==> config.mk <==
export PLATFORM = sky130hd
export DESIGN_NAME = fetch_stage
export DESIGN_NICKNAME = d
export VERILOG_FILES = /design/src/rtl/constants_pkg.sv /design/src/rtl/instruction_pkg.sv /design/src/rtl/fetch_stage.sv
export SDC_FILE = /design/constraint.sdc
export NUM_CORES = 1
export LEC_CHECK = 0
export BUFFER_PORTS_ARGS = -buffer_cell sky130_fd_sc_hd__buf_2
export CORE_MARGIN = 5
export CORE_UTILIZATION = 50
export CTS_BUF_LIST = sky130_fd_sc_hd__clkbuf_8 sky130_fd_sc_hd__clkbuf_16
export CTS_CLUSTER_DIAMETER = 80
export DETAILED_ROUTE_END_ITERATION = 7
export PLACE_DENSITY = 0.79
export SLEW_MARGIN = 20
export SYNTH_ARGS = -nofsm -noshare
export SYNTH_HDL_FRONTEND = slang
export SYNTH_SLANG_ARGS = --single-unit
==> constraint.sdc <==
create_clock -name clk -period 3.6 [get_ports clk]
set_input_delay 0.18 -clock clk [delete_from_list [all_inputs] [get_ports clk]]
set_output_delay 0.18 -clock clk [all_outputs]
set_load 0.005 [all_outputs]
==> src/rtl/constants_pkg.sv <==
// constants_pkg: architectural constants shared by the pipeline front end.
//   INST_LEN         - instruction word width
//   NOP_INST         - canonical RISC-V NOP (addi x0, x0, 0)
//   DEFAULT_RESET_PC - PC fetched first after reset unless overridden
package constants_pkg;

    localparam int unsigned INST_LEN = 32;
    localparam logic [INST_LEN-1:0] NOP_INST = 32'h0000_0013;
    localparam logic [31:0] DEFAULT_RESET_PC = 32'h0000_1000;

endpackage

==> src/rtl/instruction_pkg.sv <==
// instruction_pkg: types used by the fetch stage.
//   fetch_state_e - S_REQ: issuing/holding a request, S_WAIT: awaiting its response
package instruction_pkg;

    typedef enum logic {
        S_REQ  = 1'b0,
        S_WAIT = 1'b1
    } fetch_state_e;

endpackage

==> src/rtl/fetch_stage.sv <==
// fetch_stage: owns the PC, fetches one instruction at a time from instruction memory
// and presents it with its PC to decode.
// Ports:
//   clk, rst                       - clock, synchronous active-high reset
//   imem_req_valid/ready/addr      - request channel (valid/ready), word-aligned address
//   imem_rsp_valid/data            - response channel (valid only)
//   stall_dec_in                   - decode did not consume the current output
//   redirect_valid, redirect_pc    - single-cycle PC redirect
//   inst_fetched_out, fetch_valid_out, fetch_pc_out - instruction presented to decode
module fetch_stage
    import constants_pkg::*;
    import instruction_pkg::*;
#(
    parameter int unsigned       ADDR_W   = 32,
    parameter logic [ADDR_W-1:0] RESET_PC = ADDR_W'(DEFAULT_RESET_PC)
) (
    input  logic                clk,
    input  logic                rst,
    output logic                imem_req_valid,
    input  logic                imem_req_ready,
    output logic [ADDR_W-1:0]   imem_req_addr,
    input  logic                imem_rsp_valid,
    input  logic [INST_LEN-1:0] imem_rsp_data,
    input  logic                stall_dec_in,
    input  logic                redirect_valid,
    input  logic [ADDR_W-1:0]   redirect_pc,
    output logic [INST_LEN-1:0] inst_fetched_out,
    output logic                fetch_valid_out,
    output logic [ADDR_W-1:0]   fetch_pc_out
);

    fetch_state_e        state_q, state_d;
    logic [ADDR_W-1:0]   pc_q, pc_d;
    logic                drop_q, drop_d;
    logic                req_valid_d;
    logic [ADDR_W-1:0]   req_addr_d;
    logic                fetch_valid_d;
    logic [INST_LEN-1:0] inst_d;
    logic [ADDR_W-1:0]   fetch_pc_d;

    logic out_free;
    logic rsp_hit;

    assign out_free = ~fetch_valid_out | ~stall_dec_in;
    assign rsp_hit  = (state_q == S_WAIT) & imem_rsp_valid;

    // State register and datapath registers.
    always_ff @(posedge clk) begin
        if (rst) begin
            state_q          <= S_REQ;
            pc_q             <= RESET_PC;
            drop_q           <= 1'b0;
            imem_req_valid   <= 1'b0;
            imem_req_addr    <= RESET_PC;
            fetch_valid_out  <= 1'b0;
            inst_fetched_out <= NOP_INST;
            fetch_pc_out     <= RESET_PC;
        end else begin
            state_q          <= state_d;
            pc_q             <= pc_d;
            drop_q           <= drop_d;
            imem_req_valid   <= req_valid_d;
            imem_req_addr    <= req_addr_d;
            fetch_valid_out  <= fetch_valid_d;
            inst_fetched_out <= inst_d;
            fetch_pc_out     <= fetch_pc_d;
        end
    end

    // Next state: a redirect never cancels the bus transaction in flight.
    always_comb begin
        state_d = state_q;
        unique case (state_q)
            S_REQ:   if (imem_req_valid && imem_req_ready) state_d = S_WAIT;
            S_WAIT:  if (imem_rsp_valid) state_d = S_REQ;
            default: state_d = S_REQ;
        endcase
    end

    // Next values of PC, drop flag, request and decode-facing output registers.
    always_comb begin
        pc_d          = pc_q;
        drop_d        = drop_q;
        req_valid_d   = imem_req_valid;
        req_addr_d    = imem_req_addr;
        fetch_valid_d = fetch_valid_out;
        inst_d        = inst_fetched_out;
        fetch_pc_d    = fetch_pc_out;

        if (fetch_valid_out && !stall_dec_in) begin
            fetch_valid_d = 1'b0;
            inst_d        = NOP_INST;
        end

        if (state_q == S_REQ) begin
            if (!imem_req_valid) begin
                if (out_free && !redirect_valid) begin
                    req_valid_d = 1'b1;
                    req_addr_d  = pc_q;
                end
            end else if (imem_req_ready) begin
                req_valid_d = 1'b0;
            end
        end

        if (rsp_hit) begin
            if (drop_q) begin
                drop_d = 1'b0;
            end else if (!redirect_valid) begin
                fetch_valid_d = 1'b1;
                inst_d        = imem_rsp_data;
                fetch_pc_d    = pc_q;
                pc_d          = pc_q + ADDR_W'(4);
            end
        end

        // Redirect wins over every other PC/output update. Anything still owed by
        // memory after this edge belongs to the old path and must be dropped.
        if (redirect_valid) begin
            pc_d          = {redirect_pc[ADDR_W-1:2], 2'b00};
            fetch_valid_d = 1'b0;
            inst_d        = NOP_INST;
            if (imem_req_valid || ((state_q == S_WAIT) && !imem_rsp_valid)) begin
                drop_d = 1'b1;
            end
        end
    end

    rsp_only_in_wait: assert property (@(posedge clk) disable iff (rst)
        imem_rsp_valid |-> (state_q == S_WAIT));

endmodule

==> impl_metrics.ini <==
[worst_setup_path]
worstSetupPathType = flop to flop
start_kind = flop
cp.required_ns = 4.03
reg2reg_to = pc_q[28]
r2r-start = pc_q[6]
cp_max_fo = 7
slowest_delay_ns = 0.57
ff2ff_path_depth = 5
cp.arrival_ns = 2.47
reg2reg_slack_ns = 1.56
worstPathBufferInverterCount = 0
crit_chain = nand4_2 -> nor4_2 -> nand4_1 -> xor2_1 -> a211oi_1
end_kind = flop
crit_family = simple AND/OR/NAND/NOR gates
cp_slowest_cell = nor4_2

[sta]
finalCriticalPeriod_ns = 2.04
fin_skew_ns = 0.00686
finalHoldViolCount = 0
worstMarginPinSlew_ns = 1.09
setup_viol = 0
clock.fmax_mhz = 490
relSlewSlack_pct = 27.4
grt_setup_unrepaired = false
drv_slew = 0
setup_tns_ns = 0
setup_ws_ns = 1.56
period_share_pct = 56.7

[floorplanning]
dieArea_mm2 = 0.0124
core_mm2 = 0.0102
die_y_um = 111
ioPinCount = 168
die_w_um = 111
initial_core_util_pct = 50.6
num_rows = 37

[synth]
syn_inst = 635
synth_seq_cells = 126
synthArstFlopShare_pct = 0
synth_most_common_cell = nand2_1
synth-main-ff-cell = dfxtp_1
avgSynthCellArea_um2 = 8.11
synth_area_mm2 = 0.00515
synth_edf_count = 0
yosys.area.top_type = dfxtp_1
yosysSeqAreaShare_pct = 49.0
ys_warn_count = 0
synth_top_area_share_pct = 49.0
synth_cell_type_count = 45
synth.area.top_cells = dfxtp_1, nand2_1, a21oi_1
synth_commonest_cells = nand2_1, dfxtp_1, a21oi_1, nand3_1, clkbuf_1

[global_routing]
grt_max_degree = 62
grt-ovfl-total = 0
grt_pass1_vias = 5246
grt_pass1_wl_um = 25500
grt_use_total_pct = 24.8
antenna_found_initial = 0

[clock_tree]
cts.repair.resized = 0
cts_buffers = 17
holdBufCountCts = 65
cts_max_level = 4
clkSlewWorstSetupHoldPaths_ns = 0.06
cts_sinks = 126
cts_root_buffer = clkbuf_8
clock_latency_ns = 0.52
tritoncts = yes
post_cts_buffers = 0
clk_path_buf_depth = 2

[route]
drtPass1Iterations = 5
routed_wirelength_um = 15500
vias = 5178
drt_iter0_drc = 321
viasPerCell = 5.27
drc = 0
postRouteAntennaNets = 0
wire_per_inst_um = 15.8

[power]
p_sw_mw = 0.798
leakagePower_nw = 3.02
pwr_density_cell_mw_per_mm2 = 500
power_frac_comb_pct = 7.4
p_total_mw = 3.63
switching_share_pct = 22.0
clock_power_share_pct = 51.5
power.internal_mw = 2.83
pwr-share-seq_pct = 41.1
peakVddDrop_v = 0.000323

[worst_hold_path]
hold_path_class = input port to flop
min_from = redirect_valid
min_to = pc_q[9]
whs_path_depth = 3

[placed_design]
place_ws_ns = 1.30
dpl.hpwl_um = 9560
gp_congestion = 0.741
post-place-cells = 886
io_buffers = 161

[cells_and_area]
drive_gt1_share_pct = 25.6
fin_nets = 905
n_fill_cell = 771
layout.cells.non_filler = 983
area_growth_pct = 41.0
n_antenna_cell = 0
postLayoutCoreUtil_pct = 71.3

[status]
status = finished clean

[run]
maxCapViolCount = 0
## final cells by class
type / count / area (um^2) / area share (%)
Tap cell: 136 / 170 / 2.34
Inverter: 2 / 7.51 / 0.103
Timing Repair Buffer: 230 / 1490 / 20.5
Clock buffer: 21 / 469 / 6.46
Multi-Input combinational cell: 457 / 2420 / 33.3
Clock inverter: 11 / 186 / 2.57
Sequential cell: 126 / 2520 / 34.7
## per-layer routing
metal  GRT usage, %  up-vias  wire length [um]
li1               -     2535                 -
met1           29.1     2404              6270
met2           42.7      215              7670
met3           7.88       24              1280
met4           8.92        0               274
met5              0        -                 0
## sequential cells by signal (all words and copies together), names as in the netlist
| signal | count |
|---|---|
| pc_q | 30 |
| fetch_pc_out | 30 |
| imem_req_addr | 30 |
| state_q | 1 |
| imem_req_valid | 1 |
| drop_q | 1 |
| fetch_valid_out | 1 |
| inst_fetched_out | 32 |
## placed cells by master, fill, tap and decap left out, types with 16 or more instances in the layout
cell	instances
nand2_1	170
dlygate4sd3_1	65
xor2_1	20
dfxtp_1	126
buf_2	161
clkbuf_16	16
a21oi_1	96
nor2_1	31
a211oi_1	16
nand3_1	38
## worst reg2reg max path, cell delays in order (launching register included)
cell      delay (ns)
dfxtp_1         0.54
nand4_2         0.24
nor4_2          0.57
nand4_1         0.21
xor2_1          0.18
a211oi_1        0.22
## power groups by stage
stage	Clock, mW	Combinational [mW]	Sequential (mW)
finish	1.87	0.269	1.49
global route	1.96	0.297	1.50
CTS	1.90	0.266	1.49
detailed placement	0	0.208	1.52
global placement	0	0.203	1.52
floorplan	0	0.130	1.51
## worst max-delay path by stage
stage	startpoint	to	slack [ns]	cells after the start
after floorplan	pc_q[6]	pc_q[28]	2.04	6
final	pc_q[6]	pc_q[28]	1.56	5
after detailed placement	state_q	fetch_pc_out[14]	1.30	5
after CTS	state_q	fetch_pc_out[14]	1.29	5
after global placement	state_q	fetch_pc_out[11]	1.42	5
after global routing	state_q	fetch_pc_out[8]	1.49	5
## cell families after synthesis
group                      Yosys count  synth area share (%)
and+or+nand+nor                    297                  27.5
muxes                                1                 0.194
buffers and inverters               55                  4.49
AOI/OAI and AO/OA                  126                  13.8
xor gates and xnor gates            28                  4.76
DFF                                126                  49.0
adders and majority gates            1                 0.243
other                                1                0.0728
## through the flow
stage | hold WS [ns] | cell area [um^2]
floorplan | 0.302 | 5160
global placement | 0.389 | 5950
detailed placement | 0.391 | 5950
CTS | 0.0513 | 7260
global route | 0.0788 | 7260
finish | 0.0712 | 7260
No activity file was read; power rests on OpenSTA's default activity.
